[src/rtl/mem_arbiter.sv]
// Shares one single-ported RAM between instruction fetch (F) and load/store (D).
// Define MEM_ARB_RR_EN for round-robin ties; default is D-over-F with an F starvation guard.
module mem_arbiter #(
    parameter int ADDR_WIDTH   = 32,
    parameter int DATA_WIDTH   = 32,
    parameter int MEM_BYTES    = 65536,
    parameter int STARVE_LIMIT = 4
) (
    input  logic                    clk,
    input  logic                    reset_n,
    input  logic                    f_req_i,
    input  logic [ADDR_WIDTH-1:0]   f_addr_i,
    output logic                    f_gnt_o,
    output logic                    f_rvalid_o,
    output logic [DATA_WIDTH-1:0]   f_rdata_o,
    output logic                    f_err_o,
    input  logic                    d_req_i,
    input  logic [ADDR_WIDTH-1:0]   d_addr_i,
    input  logic [DATA_WIDTH-1:0]   d_wdata_i,
    input  logic [DATA_WIDTH/8-1:0] d_wmask_i,
    output logic                    d_gnt_o,
    output logic                    d_rvalid_o,
    output logic [DATA_WIDTH-1:0]   d_rdata_o,
    output logic                    d_err_o,
    output logic                    ram_en_o,
    output logic [ADDR_WIDTH-1:0]   ram_addr_o,
    output logic [DATA_WIDTH-1:0]   ram_wdata_o,
    output logic [DATA_WIDTH/8-1:0] ram_wmask_o,
    input  logic [DATA_WIDTH-1:0]   ram_rdata_i
);
    localparam int          MW      = DATA_WIDTH/8;
    localparam logic [63:0] MEM_TOP = 64'(MEM_BYTES);

    logic                  w_f_inr, w_d_inr, w_f_win;
    logic                  w_f_gnt, w_d_gnt, w_any, w_inr, w_en;
    logic [ADDR_WIDTH-1:0] w_addr;
    logic [DATA_WIDTH-1:0] w_rdata;
    logic                  r_vld, r_port_f, r_rd, r_err;

    assign w_f_inr = 64'(f_addr_i) < MEM_TOP;
    assign w_d_inr = 64'(d_addr_i) < MEM_TOP;

`ifdef MEM_ARB_RR_EN
    // r_rr_last_f remembers who won the last tie; reset to D so F wins the first.
    logic w_tie;
    logic r_rr_last_f;
    assign w_tie   = f_req_i & d_req_i;
    assign w_f_win = f_req_i & (~d_req_i | ~r_rr_last_f);

    always_ff @(posedge clk or negedge reset_n) begin
        if (!reset_n)   r_rr_last_f <= 1'b0;
        else if (w_tie) r_rr_last_f <= w_f_win;
    end
`else
    localparam int CW = $clog2(STARVE_LIMIT+1);
    logic [CW-1:0] r_starve;
    logic          w_starved;
    assign w_starved = (r_starve == CW'(STARVE_LIMIT));
    assign w_f_win   = f_req_i & (~d_req_i | w_starved);

    always_ff @(posedge clk or negedge reset_n) begin
        if (!reset_n)                  r_starve <= '0;
        else if (!f_req_i || w_f_gnt)  r_starve <= '0;
        else if (!w_starved)           r_starve <= r_starve + 1'b1;
    end
`endif

    assign w_f_gnt = reset_n & w_f_win;
    assign w_d_gnt = reset_n & d_req_i & ~w_f_win;
    assign f_gnt_o = w_f_gnt;
    assign d_gnt_o = w_d_gnt;

    assign w_any  = w_f_gnt | w_d_gnt;
    assign w_addr = w_f_gnt ? f_addr_i : d_addr_i;
    assign w_inr  = w_f_gnt ? w_f_inr : w_d_inr;
    assign w_en   = w_any & w_inr;

    // Out-of-range grants leave the RAM bus fully idle.
    assign ram_en_o    = w_en;
    assign ram_addr_o  = w_en ? w_addr : '0;
    assign ram_wdata_o = (w_en & w_d_gnt) ? d_wdata_i : '0;
    assign ram_wmask_o = (w_en & w_d_gnt) ? d_wmask_i : {MW{1'b0}};

    always_ff @(posedge clk or negedge reset_n) begin
        if (!reset_n) begin
            r_vld    <= 1'b0;
            r_port_f <= 1'b0;
            r_rd     <= 1'b0;
            r_err    <= 1'b0;
        end else begin
            r_vld    <= w_any;
            r_port_f <= w_f_gnt;
            r_rd     <= w_f_gnt | ~|d_wmask_i;
            r_err    <= w_any & ~w_inr;
        end
    end

    assign w_rdata    = (r_vld & r_rd & ~r_err) ? ram_rdata_i : '0;
    assign f_rvalid_o = r_vld & r_port_f;
    assign f_rdata_o  = r_port_f ? w_rdata : '0;
    assign f_err_o    = r_vld & r_port_f & r_err;
    assign d_rvalid_o = r_vld & ~r_port_f;
    assign d_rdata_o  = r_port_f ? '0 : w_rdata;
    assign d_err_o    = r_vld & ~r_port_f & r_err;

endmodule
[config.mk]
export PLATFORM = sky130hd
export DESIGN_NAME = mem_arbiter
export DESIGN_NICKNAME = d
export VERILOG_FILES = /design/src/rtl/mem_arbiter.sv
export SDC_FILE = /design/constraint.sdc
export NUM_CORES = 1
export LEC_CHECK = 0
export CAP_MARGIN = 0
export CORE_AREA = 2 2 107 109
export DETAILED_ROUTE_END_ITERATION = 6
export DIE_AREA = 0 0 109 111
export PLACE_DENSITY = 0.59
export SETUP_SLACK_MARGIN = 0.3
export SLEW_MARGIN = 30
export SYNTH_ARGS = -nofsm -noshare
export SYNTH_HDL_FRONTEND = slang
export SYNTH_SLANG_ARGS = --single-unit
export TNS_END_PERCENT = 1
[constraint.sdc]
create_clock -name clk -period 4 [get_ports clk]
set_input_delay 0.6 -clock clk [delete_from_list [all_inputs] [get_ports clk]]
set_output_delay 0.6 -clock clk [all_outputs]
set_load 0.1 [all_outputs]
==> flow_metrics.tcl <==
set metrics [dict create \
    start_util_pct 16.5 \
    hold_buffers 0 \
    drt_pre_antenna_iters 4 \
    p_leak_uw 0.00212 \
    cts_resized 0 \
    synth_warnings 0 \
    synth_ff_type "dfrtp_1" \
    clk_pin_slew_ps 40 \
    finalCritPeriodShare_pct 85.0 \
    rows 39 \
    max-vdd-ir-drop_v 0.0000920 \
    layout-drive-gt1-share_pct 29.0 \
    die-width_microns 109 \
    maxCapViolCount 0 \
    hp-class "reg2reg" \
    fmax_mhz 294 \
    cts_setup_buffers 0 \
    slowest_delay_ps 750 \
    critPathKind "in2out" \
    io_pins 275 \
    n_fill_cell 1099 \
    gr-total-overflow 0 \
    finalHoldViolCount 0 \
    gp_congestion 0.858 \
    grt_pass1_vias 2809 \
    syn_inst 271 \
    cts_tree "built" \
    finClkSkew_ps 2.49 \
    worstSetupStartpoint "reset_n" \
    r2r_slack_ps 2000 \
    via_per_inst 4.27 \
    root_buffer "clkbuf_16" \
    final_net_count 652 \
    rr_startpoint "r_starve[0]$_DFFE_PN0P_" \
    synth_top_area_share_pct 22.9 \
    finalSetupViolations 0 \
    cts_sinks 7 \
    cts_buffers 3 \
    detailed_place_hpwl_microns 9500 \
    ys_async_sr_fraction_pct 100 \
    insertion_delay_ps 230 \
    maxSlewViolCount 0 \
    cp_slowest_cell "clkdlybuf4s50_1" \
    slew_headroom_pct 32.3 \
    rsz0062_at_grt "false" \
    worstSetupEndpointType "output pin" \
    fp.dieH_microns 111 \
    avgSynthCellArea_sq_um 6.75 \
    ys_seq_elements 7 \
    coreArea_sq_um 11100 \
    final_cell_mix "clkdlybuf4s50_1 (139), buf_4 (70), and2_1 (67), buf_12 (55), inv_1 (39)" \
    grt_max_degree 55 \
    vias 2805 \
    dieArea_sq_um 12100 \
    fin_hold_ws_ps 627 \
    finalCriticalPeriod_ps 3400 \
    path_max_fanout 17 \
    syn_area_sq_um 1830 \
    synth.distinct_cells 32 \
    synth_top_cells_by_area "and2_1 (23%), o32ai_2 (12%), nor3_1 (9.8%)" \
    synth-edff-count 0 \
    antenna_found_initial 1 \
    max_slew.worst_pin.slew_ps 1010 \
    final_common_cell "clkdlybuf4s50_1" \
    grt_pass1_wl_microns 15700 \
    cp.arrival_ps 2800 \
    reg2reg_depth 6 \
    synth_seq_area_share_pct 9.58 \
    htreeDepth 1 \
    synthToLayoutAreaGrowth_pct 169 \
    endpoint "ram_wdata_o[27]" \
    port-buffer-count 258 \
    cp-start-kind "input pin" \
    status "finished, final reports clean" \
    drtIter0Drc 99 \
    path_cells "clkdlybuf4s50_1 -> and2_1 -> nand2_1 -> buf_4 -> nor3_1 -> buf_12" \
    power.density_nw_per_um2 124 \
    track_usage_pct 16.9 \
    yosys.area.top_type "and2_1" \
    regToRegEndpoint "r_err$_DFF_PN0_" \
    cts_max_path_buffers 2 \
    critPathRequiredTime_ps 3400 \
    route.final.wire_length_microns 10700 \
    power_uw 610 \
    avgRoutedWirePerCell_microns 16.3 \
    final_antenna_net_count 0 \
    drc_errors 0 \
]
flip-flops by register name, indices dropped and copies added, names as in the netlist:
name      cells
r_starve      3
r_err         1
r_port_f      1
r_rd          1
r_vld         1
Yosys cell counts (all sizes together) (2+ instances only):
library cell	instances
dfrtp	7
nand2	18
nor4	8
and3b	2
buf	27
nand3	2
nand4	18
and3	3
clkbuf	14
ha	2
and2	67
o32ai	16
inv	40
nor3	36
through the flow:
stage / utilization (%) / cell area [sq um] / setup TNS [ps] / worst slack, ps / cells
floorplan: - / 1890 / -247 / -82.2 / 286
global placement: 43.7 / 4850 / 0 / 605 / 652
detailed placement: 43.7 / 4850 / 0 / 598 / 652
CTS: 44.5 / 4920 / 0 / 570 / 656
global route: 44.5 / 4930 / 0 / 376 / 657
finish: 44.5 / 4930 / 0 / 601 / 657
routing by layer:
layer | up-vias | global-route usage [%] | share of wire (%)
met5 | - | 0 | 0
met2 | 181 | 31.5 | 52
li1 | 1365 | - | -
met4 | 0 | 5.90 | 2.6
met1 | 1241 | 17.4 | 34
met3 | 18 | 5.11 | 11
report_power, final:
part           switching, uW  internal (uW)  total, uW  leakage [uW]
Sequential              4.10           76.6       80.7     0.0000912
Combinational            208            154        361       0.00199
Clock                   35.9            132        168     0.0000382
cell type report:
class	count	area, sq um	area share [%]
multi-input cells	198	1320	26.8
diodes	1	2.50	0.0508
flip-flops and latches	7	175	3.56
well taps	143	179	3.63
repair buffers	264	3020	61.2
inverters	40	153	3.10
clock buffers	4	78.8	1.60
how the worst min path moves through the flow:
stage / startpoint / to / slack, ps / cells after the start
after floorplan: reset_n / r_err$_DFF_PN0_ / 300 / 0
after global placement: r_starve[2]$_DFFE_PN0P_ / r_starve[2]$_DFFE_PN0P_ / 600 / 1
after detailed placement: r_starve[2]$_DFFE_PN0P_ / r_starve[2]$_DFFE_PN0P_ / 620 / 1
after CTS: r_starve[2]$_DFFE_PN0P_ / r_starve[2]$_DFFE_PN0P_ / 630 / 1
after global routing: r_starve[2]$_DFFE_PN0P_ / r_starve[2]$_DFFE_PN0P_ / 680 / 1
final: r_starve[2]$_DFFE_PN0P_ / r_starve[2]$_DFFE_PN0P_ / 630 / 1
cell families (layout without fill, tap and decap cells):
logic type	after synthesis	count (layout)	synth area share, %
fa+ha+maj	2	2	1.37
compound gates	22	22	15.9
simple gates	156	156	50.6
buf+inv	81	308	21.3
other cells	1	17	0.205
flops	7	7	9.58
xor+xnor	1	1	0.479
mux	1	1	0.616
critical path: cells and delay by family:
kind	cells	cell delay, ps
buffers and inverters	3	1310
and+or+nand+nor	3	880
No activity file was read; power rests on OpenSTA's default activity.
